## src/rtl/mux_tree16_reg_if.sv

```systemverilog
// mux_tree16_reg_if: select/data/result bundle between a source and the registered selector
interface mux_tree16_reg_if #(parameter int BUS_WIDTH = 4);
  logic                 en;
  logic [1:0]           mode;
  logic [3:0]           sel;
  logic [BUS_WIDTH-1:0] din [16];
  logic [BUS_WIDTH-1:0] mux_out;
  logic [BUS_WIDTH-1:0] mux_comb;
  modport master (output en, mode, sel, din, input mux_out, mux_comb);
  modport slave (input en, mode, sel, din, output mux_out, mux_comb);
endinterface

```

## src/rtl/mux_tree16_reg.sv

```systemverilog
// mux_tree16_reg: 2:1 / 4:1 / 16:1 mux tree with a registered output and hold mode
module mux_tree16_reg #(
  parameter int BUS_WIDTH = 4
) (
  input logic              clk,
  input logic              rst_n,
  mux_tree16_reg_if.slave  bus
);
  logic [3:0]           idx;
  logic [BUS_WIDTH-1:0] s2 [8];
  logic [BUS_WIDTH-1:0] s4 [4];
  logic [BUS_WIDTH-1:0] t2 [2];
  logic [BUS_WIDTH-1:0] s16;
  logic [BUS_WIDTH-1:0] mux_comb;
  logic [BUS_WIDTH-1:0] mux_out_d, mux_out_q;
  // sel arrives MSB-first, so the index is its bit reversal
  assign idx = {bus.sel[0], bus.sel[1], bus.sel[2], bus.sel[3]};
  // tree: four 4:1 stages (each two 2:1 levels) feeding one 4:1 stage; modes 0/1 tap stage 0
  always_comb begin
    for (int k = 0; k < 8; k++) s2[k] = idx[0] ? bus.din[2*k+1] : bus.din[2*k];
    for (int k = 0; k < 4; k++) s4[k] = idx[1] ? s2[2*k+1] : s2[2*k];
    t2[0] = idx[2] ? s4[1] : s4[0];
    t2[1] = idx[2] ? s4[3] : s4[2];
    s16 = idx[3] ? t2[1] : t2[0];
    mux_comb = bus.mode == 2'd3 ? mux_out_q :
               bus.mode == 2'd2 ? s16 :
               bus.mode == 2'd1 ? s4[0] : s2[0];
    mux_out_d = (bus.en && bus.mode != 2'd3) ? mux_comb : mux_out_q;
  end
  // output register with synchronous active-low clear
  always_ff @(posedge clk) begin
    if (!rst_n) mux_out_q <= '0;
    else mux_out_q <= mux_out_d;
  end
  assign bus.mux_comb = mux_comb;
  assign bus.mux_out  = mux_out_q;
endmodule

```

## src/flat_wrapper.sv

```systemverilog
// flat-port wrapper written by rule: the top's interface ports become plain ports
module mux_tree16_reg_flat 
#(
  parameter int BUS_WIDTH = 4
)
  (clk, rst_n, bus_en, bus_mode, bus_sel, bus_din, bus_mux_out, bus_mux_comb);
  mux_tree16_reg_if #(.BUS_WIDTH(BUS_WIDTH)) bus_i ();
  input logic clk;
  input logic rst_n;
  input wire logic [$bits(bus_i.en)-1:0] bus_en;
  input wire logic [$bits(bus_i.mode)-1:0] bus_mode;
  input wire logic [$bits(bus_i.sel)-1:0] bus_sel;
  input wire logic [$bits(bus_i.din)-1:0] bus_din;
  output wire logic [$bits(bus_i.mux_out)-1:0] bus_mux_out;
  output wire logic [$bits(bus_i.mux_comb)-1:0] bus_mux_comb;
  assign bus_i.en = bus_en;
  assign bus_i.mode = bus_mode;
  assign bus_i.sel = bus_sel;
  assign bus_i.din = {>>{bus_din}};
  assign bus_mux_out = bus_i.mux_out;
  assign bus_mux_comb = bus_i.mux_comb;
  mux_tree16_reg #(.BUS_WIDTH(BUS_WIDTH)) u_core (.clk(clk), .rst_n(rst_n), .bus(bus_i));
endmodule
```

## config.mk

```make
export PLATFORM = sky130hd
export DESIGN_NAME = mux_tree16_reg_flat
export DESIGN_NICKNAME = d
export VERILOG_FILES = /design/src/rtl/mux_tree16_reg_if.sv /design/src/rtl/mux_tree16_reg.sv /design/src/flat_wrapper.sv
export SDC_FILE = /design/constraint.sdc
export NUM_CORES = 1
export LEC_CHECK = 0
export ABC_CLOCK_PERIOD_IN_PS = 2700
export CORE_MARGIN = 5
export CORE_UTILIZATION = 25
export CTS_CLUSTER_SIZE = 30
export DETAILED_ROUTE_END_ITERATION = 10
export PLACE_DENSITY = 0.69
export SETUP_SLACK_MARGIN = 0.2
export SYNTH_ARGS = -nofsm -noshare
export SYNTH_HDL_FRONTEND = slang
export SYNTH_SLANG_ARGS = --single-unit
```

## constraint.sdc

```tcl
create_clock -name clk -period 2.7 [get_ports clk]
set_clock_uncertainty 0.2 [all_clocks]
set_input_delay 0.54 -clock clk [delete_from_list [all_inputs] [get_ports clk]]
set_output_delay 0.54 -clock clk [all_outputs]
set_load 0.03 [all_outputs]
```

==> results of run 1 <==
[metrics by stage]
stage | power (mW) | cells | instance area, um^2 | setup WS, ns
finish | 0.573 | 286 | 2290 | -0.0325
global route | 0.610 | 286 | 2290 | -0.0938
CTS | 0.568 | 286 | 2230 | -0.0458
detailed placement | 0.408 | 278 | 2040 | -0.643
global placement | 0.406 | 278 | 2040 | -0.600
floorplan | 0.217 | 126 | 988 | 0.213
[layout make-up]
class | instances | area [um^2] | area share [%]
sequential | 4 | 80.1 | 3.50
inverter | 2 | 7.51 | 0.328
clock buffer | 3 | 41.3 | 1.80
tap | 48 | 60.1 | 2.62
multi-input combinational | 110 | 956 | 41.7
timing repair buffer | 119 | 1140 | 50.0
[cell usage in the layout (no fill, tap or decap), drive strengths merged]
cell,count
buf,45
and2,1
dlygate4sd2,4
nand4,1
clkdlybuf4s15,4
a41oi,1
a21oi,11
dlymetal6s2s,9
nor2b,3
nand2,11
nand3,6
o211ai,1
nor2,6
or2,1
clkdlybuf4s50,56
and3,2
nand3b,1
a22oi,8
a2111oi,2
nand2b,3
o21a,2
inv,2
mux4,1
a31oi,3
a22o,2
dfxtp,4
o221a,1
o21ai,5
mux2i,37
o221ai,1
clkbuf,4
[kinds of logic after synthesis]
group	Yosys count	synth area share (%)
muxes	38	40.5
and+or+nand+nor	35	17.6
buffers and inverters	12	7.10
AOI/OAI and AO/OA	37	26.6
DFF	4	8.26
[worst register-to-register path: cells and delay by family (launching register included)]
family	cells	cell delay, ns
flops	1	0.31
compound gates	2	0.22
[how the worst max path moves through the flow]
stage | slack [ns] | to | from
3_5_place_dp | -0.64 | bus_mux_comb[0] | bus_sel[2]
6_report | -0.03 | bus_mux_comb[3] | bus_sel[3]
4_1_cts | -0.05 | bus_mux_comb[1] | bus_sel[3]
2_1_floorplan | 0.21 | bus_mux_comb[0] | bus_sel[3]
3_3_place_gp | -0.60 | bus_mux_comb[0] | bus_sel[2]
5_1_grt | -0.09 | bus_mux_comb[1] | bus_sel[3]
[per-layer routing]
layer | vias up | GRT usage (%) | routed length, um | share of wire [%]
li1 | 708 | - | - | -
met1 | 615 | 19.3 | 1820 | 42
met2 | 44 | 29.3 | 2220 | 51
met3 | 11 | 4.16 | 256 | 5.8
met4 | 0 | 6.68 | 83 | 1.9
met5 | - | 0 | 0 | 0
[where the power goes]
group / switching [mW] / internal, mW
Sequential: 0.00388 / 0.0648
Clock: 0.0326 / 0.0951
Combinational: 0.154 / 0.223
[timing repair]
action / 4_1_cts / 5_1_grt
buffers inserted: 5 / 0
pin swaps: 8 / 12
cloned: 0 / 0
endpoints found under the setup margin: 6 / 4
resized for setup: 54 / 18
==> run summary, run 1 <==
The run finished, with violations left. The checks that failed: negative setup slack. The type of the most critical hold path is reg -> reg.

The clock transition at the registers of the reported paths is 0.03 ns. The final-report hold violation count is 0. The number of fillers in the final layout is 354. The final critical delay including setup and external delays came out at 2.73 ns. Counting flops with a built-in enable in the synthesized netlist gives 0.

The routability congestion estimate from global placement came out at 0.857. The final design utilization came out at 61.6%. The total number of yosys warnings is 0. The highest fanout seen on the critical path is 6.

The sequential fraction of the synthesis area came out at 8.26%. The final setup slack of the worst path is -0.0325 ns. TritonCTS built the clock tree. The share of Yosys cell area claimed by the top area cell type is 38.2%. The deepest clock path buffer count is 2. The count of standard-cell rows is 22. STA classifies the critical path endpoint as an output port. The required time of the critical path is 1.96 ns. The power per unit of standard cell area came out at 250 nW/um^2. STA classifies the critical path startpoint as an input pin.

The number of logic stages on the critical path including buffering is 10. The first detailed-routing pass took 4 iterations. The clock buffer count from CTS is 3. The number of nets in the synthesized netlist is 199.

The most common cell in the synthesized netlist is sky130_fd_sc_hd__mux2i_1. Setup repair after global routing could not meet its margin everywhere. After global routing the overflow that remains totals 0.

The die is 72.3 um wide. The post-detailed-route count of antenna-violating nets came out at 0. The final count of pins violating max slew came out at 0. The post-synthesis async set-or-reset flop share came out at 0%. The gate count after technology mapping is 126. The final-layout setup total negative slack came out at -0.0574 ns. The net count of the finished layout is 313. The first global-routing pass estimated 6900 um of wire. The register with the most flip-flops in the layout has 4 of them. The commonest cells after synthesis are sky130_fd_sc_hd__mux2i_1 (37), sky130_fd_sc_hd__a21oi_1 (11), sky130_fd_sc_hd__nand2_1 (11). The initial antenna violation count was 0. The maximum clock rate is 366 MHz. Hold is met by 0.362 ns. The maximum number of pins on one net before global-route repair came out at 12. Dividing the detail-routed wire length by the instance count gives 15.3 um. The I/O pin count is 81. For this run, the slowest stage of the critical path takes 0.25 ns. The fraction of final layout cells sized beyond drive strength 1 is 30.3%.

The slowest stage of the critical path belongs to the cell sky130_fd_sc_hd__a22o_1. The detailed placement HPWL came out at 3570 um. The reg-to-reg startpoint is u_core.bus.mux_out[3]. The clock network latency to the later pin of the worst-skew pair came out at 0.22 ns. Across the run, the number of max-cap violations was 0. The flop-to-flop setup slack came out at 1.84 ns. The setup violation total in the final timing report came out at 2. The routed via count came out at 1378. The dominant cell type by area after synthesis is sky130_fd_sc_hd__mux2i_1. The dominant cell type by count on the critical path is sky130_fd_sc_hd__buf_6. For this block, the initial DRC count from the detailed router was 44. In this run the cell area of the synthesized design comes to 970 um^2. Broken down by cell family, the worst path's largest delay share belongs to compound AO/OA/AOI/OAI gates.

The critical path start-end classification is in -> out. Summed over all layers, the routed wires come to 4380 um. For hold timing, the worst endpoint is u_core.bus.mux_out[2]. The worst hold path depth came out at 2. After clock tree synthesis, the flow added hold-fix buffers numbering 0.

The number of global-route vias before repair came out at 1524. The standard cell core area came out at 3720 um^2. In the post-synthesis netlist, the biggest area contributors are sky130_fd_sc_hd__mux2i_1 (38%), sky130_fd_sc_hd__dfxtp_1 (8.3%), sky130_fd_sc_hd__a22oi_1 (6.2%). The layout overhead on the synthesized area came out at 136%.

The count of input and output buffers came out at 80. Global routing used 16.7% of the available tracks. The endpoint of the worst-slack reg-to-reg timing path is u_core.bus.mux_out[3]. The start point of the worst hold path is u_core.bus.mux_out[2]. In the routed design, unresolved DRC markers number 0. In this run the vertical extent of the chip is 72.3 um. The mean instance size in the synthesized netlist is 7.70 um^2.

CTS built an H-tree with a depth of 1. The worst-case reg-to-reg path depth is 2. The critical path data arrival time came out at 1.99 ns.

The total buffers and inverters traversed by the critical path came out at 5. The total leakage power came out at 1.07 nW. The max-slew headroom at the worst pin came out at 75.3%. In this run the clock root is driven by a sky130_fd_sc_hd__clkbuf_8.

The slew at the pin with the worst max-slew slack is 0.370 ns. Using the TritonRoute via totals, the vias-per-cell ratio works out to 4.82. The initial cell density of the core came out at 26.1%. The antenna diode count is 0.

The synthesized flop and latch total is 4. Traced cell by cell, the critical path runs through buf_8 > buf_12 > buf_6 > buf_6 > mux2i_1 > a22o_1 > a2111oi_4 > a22oi_2 > nand3_2 > buf_6. The number of distinct standard cells referenced by the synthesized netlist came out at 30.

The floorplan die area is 5220 um^2. The largest voltage drop on the vdd net is 0.151 mV. The tree built by TritonCTS fans out to 4 sinks. The prevailing post-synth register cell is sky130_fd_sc_hd__dfxtp_1.

Of the available clock period, the critical path in the final layout requires 101%.
No activity file was read; power rests on OpenSTA's default activity.
==> run 2: changes to the inputs <==
Settings changed: CTS_CLUSTER_DIAMETER set to 200.
==> results of run 2 <==
The final DEF is identical to that of run 1; final timing and power are the same.
==> run 3: changes to the inputs <==
Settings changed: CORE_UTILIZATION 25 to 33, HOLD_SLACK_MARGIN set to 0.02, PLACE_DENSITY 0.69 to not set, PLACE_DENSITY_LB_ADDON set to 0.05.
==> run summary, run 3 (synthesized netlist as in run 1, its figures left out) <==
The flop-to-flop setup slack is 1.84 ns. The detailed placement HPWL is 3420 um. Summed over all layers, the global routing overflow is 0.

The maximum clock rate came out at 358 MHz. After detailed routing, the number of vias per cell comes to 5.62. The standard cell core area is 2780 um^2. The worst hold slack across all endpoints came out at 0.356 ns.

The pre-antenna-repair detailed-routing pass consisted of 5 iterations. The I/O pin count is 81. The wire length of the first global-routing pass came out at 7160 um. The maximum number of pins on one net before global-route repair came out at 12. From bottom edge to top edge, the die measures 64.2 um. The power per unit of standard cell area is 233 nW/um^2. STA classifies the critical path startpoint as an input pin. The final setup slack of the worst path is -0.0923 ns. The H-tree depth reported by CTS came out at 1. The run finished, with violations left. The clock buffer count from CTS came out at 3. The kind of end point of the critical path is an output port. The total leakage power is 1.15 nW. In the layout the commonest cells are sky130_fd_sc_hd__clkdlybuf4s50_1 (42), sky130_fd_sc_hd__mux2i_1 (34), sky130_fd_sc_hd__buf_4 (32), sky130_fd_sc_hd__dlygate4sd2_1 (14), sky130_fd_sc_hd__buf_6 (13). In this run, placement finished with an instance count of 261. The number of sinks driven by the clock tree is 4. Compared with the post-synthesis result, the final layout area differs by 143%. The worst setup path is of the in -> out kind. The floorplan die area came out at 4120 um^2. The final-layout setup total negative slack came out at -0.0923 ns. After layout, the design draws a total of 0.548 mW. The clock transition at the registers of the reported paths is 0.04 ns. The final routed wirelength across all metal layers came out at 4970 um. The reg-to-reg startpoint is u_core.bus.mux_out[2]. The routed length per placed instance came out at 18.1 um. In this run the worst path has a maximum fanout of 2. The number of remaining DRC errors came out at 0. The final-report hold violation count came out at 0. The required time of the critical path is 1.96 ns. The routed design could run at a clock period as short as 2.79 ns. The final reports fail on negative setup slack. The critical path starts at bus_din[1]. The final critical path takes up 103% of the cycle. Setup violations remaining at the end of the flow were counted as 1. The minimum setup slack after placement is -0.646 ns. The number of antenna diodes in the final layout is 0. The floorplan step set the die width to 64.2 um. The worst-case IR drop observed on VDD is 0.403 mV. The initial cell density of the core came out at 34.9%. The count of standard-cell rows is 19. Clock tree synthesis selected as its root buffer the cell sky130_fd_sc_hd__clkbuf_4.

The routability congestion estimate from global placement is 0.894. The worst hold path begins at u_core.bus.mux_out[0]. The critical path data arrival time is 2.05 ns.

The slew at the pin with the worst max-slew slack came out at 0.414 ns. The total placed instance area came out at 2020 um^2. Across every metal layer, demand over resource in global routing totals 20.8%. The non-filler instance count after layout is 274. The deepest clock path buffer count came out at 2. The initial antenna violation count is 0. Cells fill 84.7% of the core in the end. The count of input and output buffers is 80. The number of global-route vias before repair came out at 1593.

The final count of pins violating max slew was 0. The flip-flop count of the largest register after layout is 4. Measured against its own limit, the worst slew margin works out to 72.4%. The library cell used most frequently in the layout, excluding fill and tap cells, is sky130_fd_sc_hd__clkdlybuf4s50_1. The iteration-0 DRC count of the detailed router is 64.

TritonCTS built the clock tree. The final instance area is 2350 um^2. The tool flagged a number of max-cap violations equal to 0.

The fraction of final layout cells sized beyond drive strength 1 came out at 34.6%. The type of the most critical hold path is reg -> reg. The clock network latency to the later pin of the worst-skew pair is 0.24 ns. Setup repair after global routing could not meet its margin everywhere.

The routed via count came out at 1540. The count of nets after finishing came out at 318. The post-detailed-route count of antenna-violating nets came out at 0.
## run 3: cell types whose count changed in the layout (fill, tap and decap cells not counted), moves of 2 or more
cell / previous run / this run
sky130_fd_sc_hd__clkbuf_4: 0 / 3
sky130_fd_sc_hd__clkbuf_8: 3 / 0
sky130_fd_sc_hd__dlygate4sd2_1: 4 / 14
sky130_fd_sc_hd__clkdlybuf4s50_1: 56 / 42
sky130_fd_sc_hd__dlymetal6s2s_1: 9 / 12
sky130_fd_sc_hd__mux2i_2: 1 / 3
sky130_fd_sc_hd__buf_4: 34 / 32
sky130_fd_sc_hd__mux2i_1: 36 / 34
sky130_fd_sc_hd__buf_6: 9 / 13
sky130_fd_sc_hd__buf_8: 1 / 3
## run 3: repair_timing
action,in CTS,in global routing
pin swaps,17,12
gates resized for setup,87,20
endpoints found under the hold margin,0,0
endpoints found under the setup margin,6,4
hold buffers,0,0
setup buffers,10,0
## run 3: per-layer routing
metal	vias to the layer above	wire, um	GRT usage (%)
met3	10	302	3.15
met5	-	0	0
li1	719	-	-
met2	90	2600	39.1
met4	0	76	2.29
met1	721	1990	25.5
## run 3: worst max-delay path, stage by stage
cell and delay, ns:
sky130_fd_sc_hd__clkdlybuf4s50_1 0.47, sky130_fd_sc_hd__mux2i_1 0.09, sky130_fd_sc_hd__a22oi_1 0.28, sky130_fd_sc_hd__nand2_1 0.13, sky130_fd_sc_hd__o221ai_2 0.24, sky130_fd_sc_hd__o21a_4 0.18, sky130_fd_sc_hd__buf_6 0.12
## run 3: cell type report
type | instances | area, um^2
Inverter | 2 | 7.51
Tap cell | 31 | 38.8
Clock buffer | 3 | 22.5
Timing Repair Buffer | 124 | 1220
Sequential cell | 4 | 80.1
Fill cell | 164 | 427
Multi-Input combinational cell | 110 | 985
## run 3: power by group
group	internal (mW)	switching (mW)
Sequential	0.0645	0.00426
Clock	0.0500	0.0288
Combinational	0.233	0.168
Total	0.348	0.201
## run 3: path summary, 6_finish.rpt
path                      endpoint  depth (start not counted)
min reg2reg  u_core.bus.mux_out[0]                          2
max                bus_mux_comb[1]                          7
min          u_core.bus.mux_out[0]                          2
max reg2reg  u_core.bus.mux_out[2]                          2
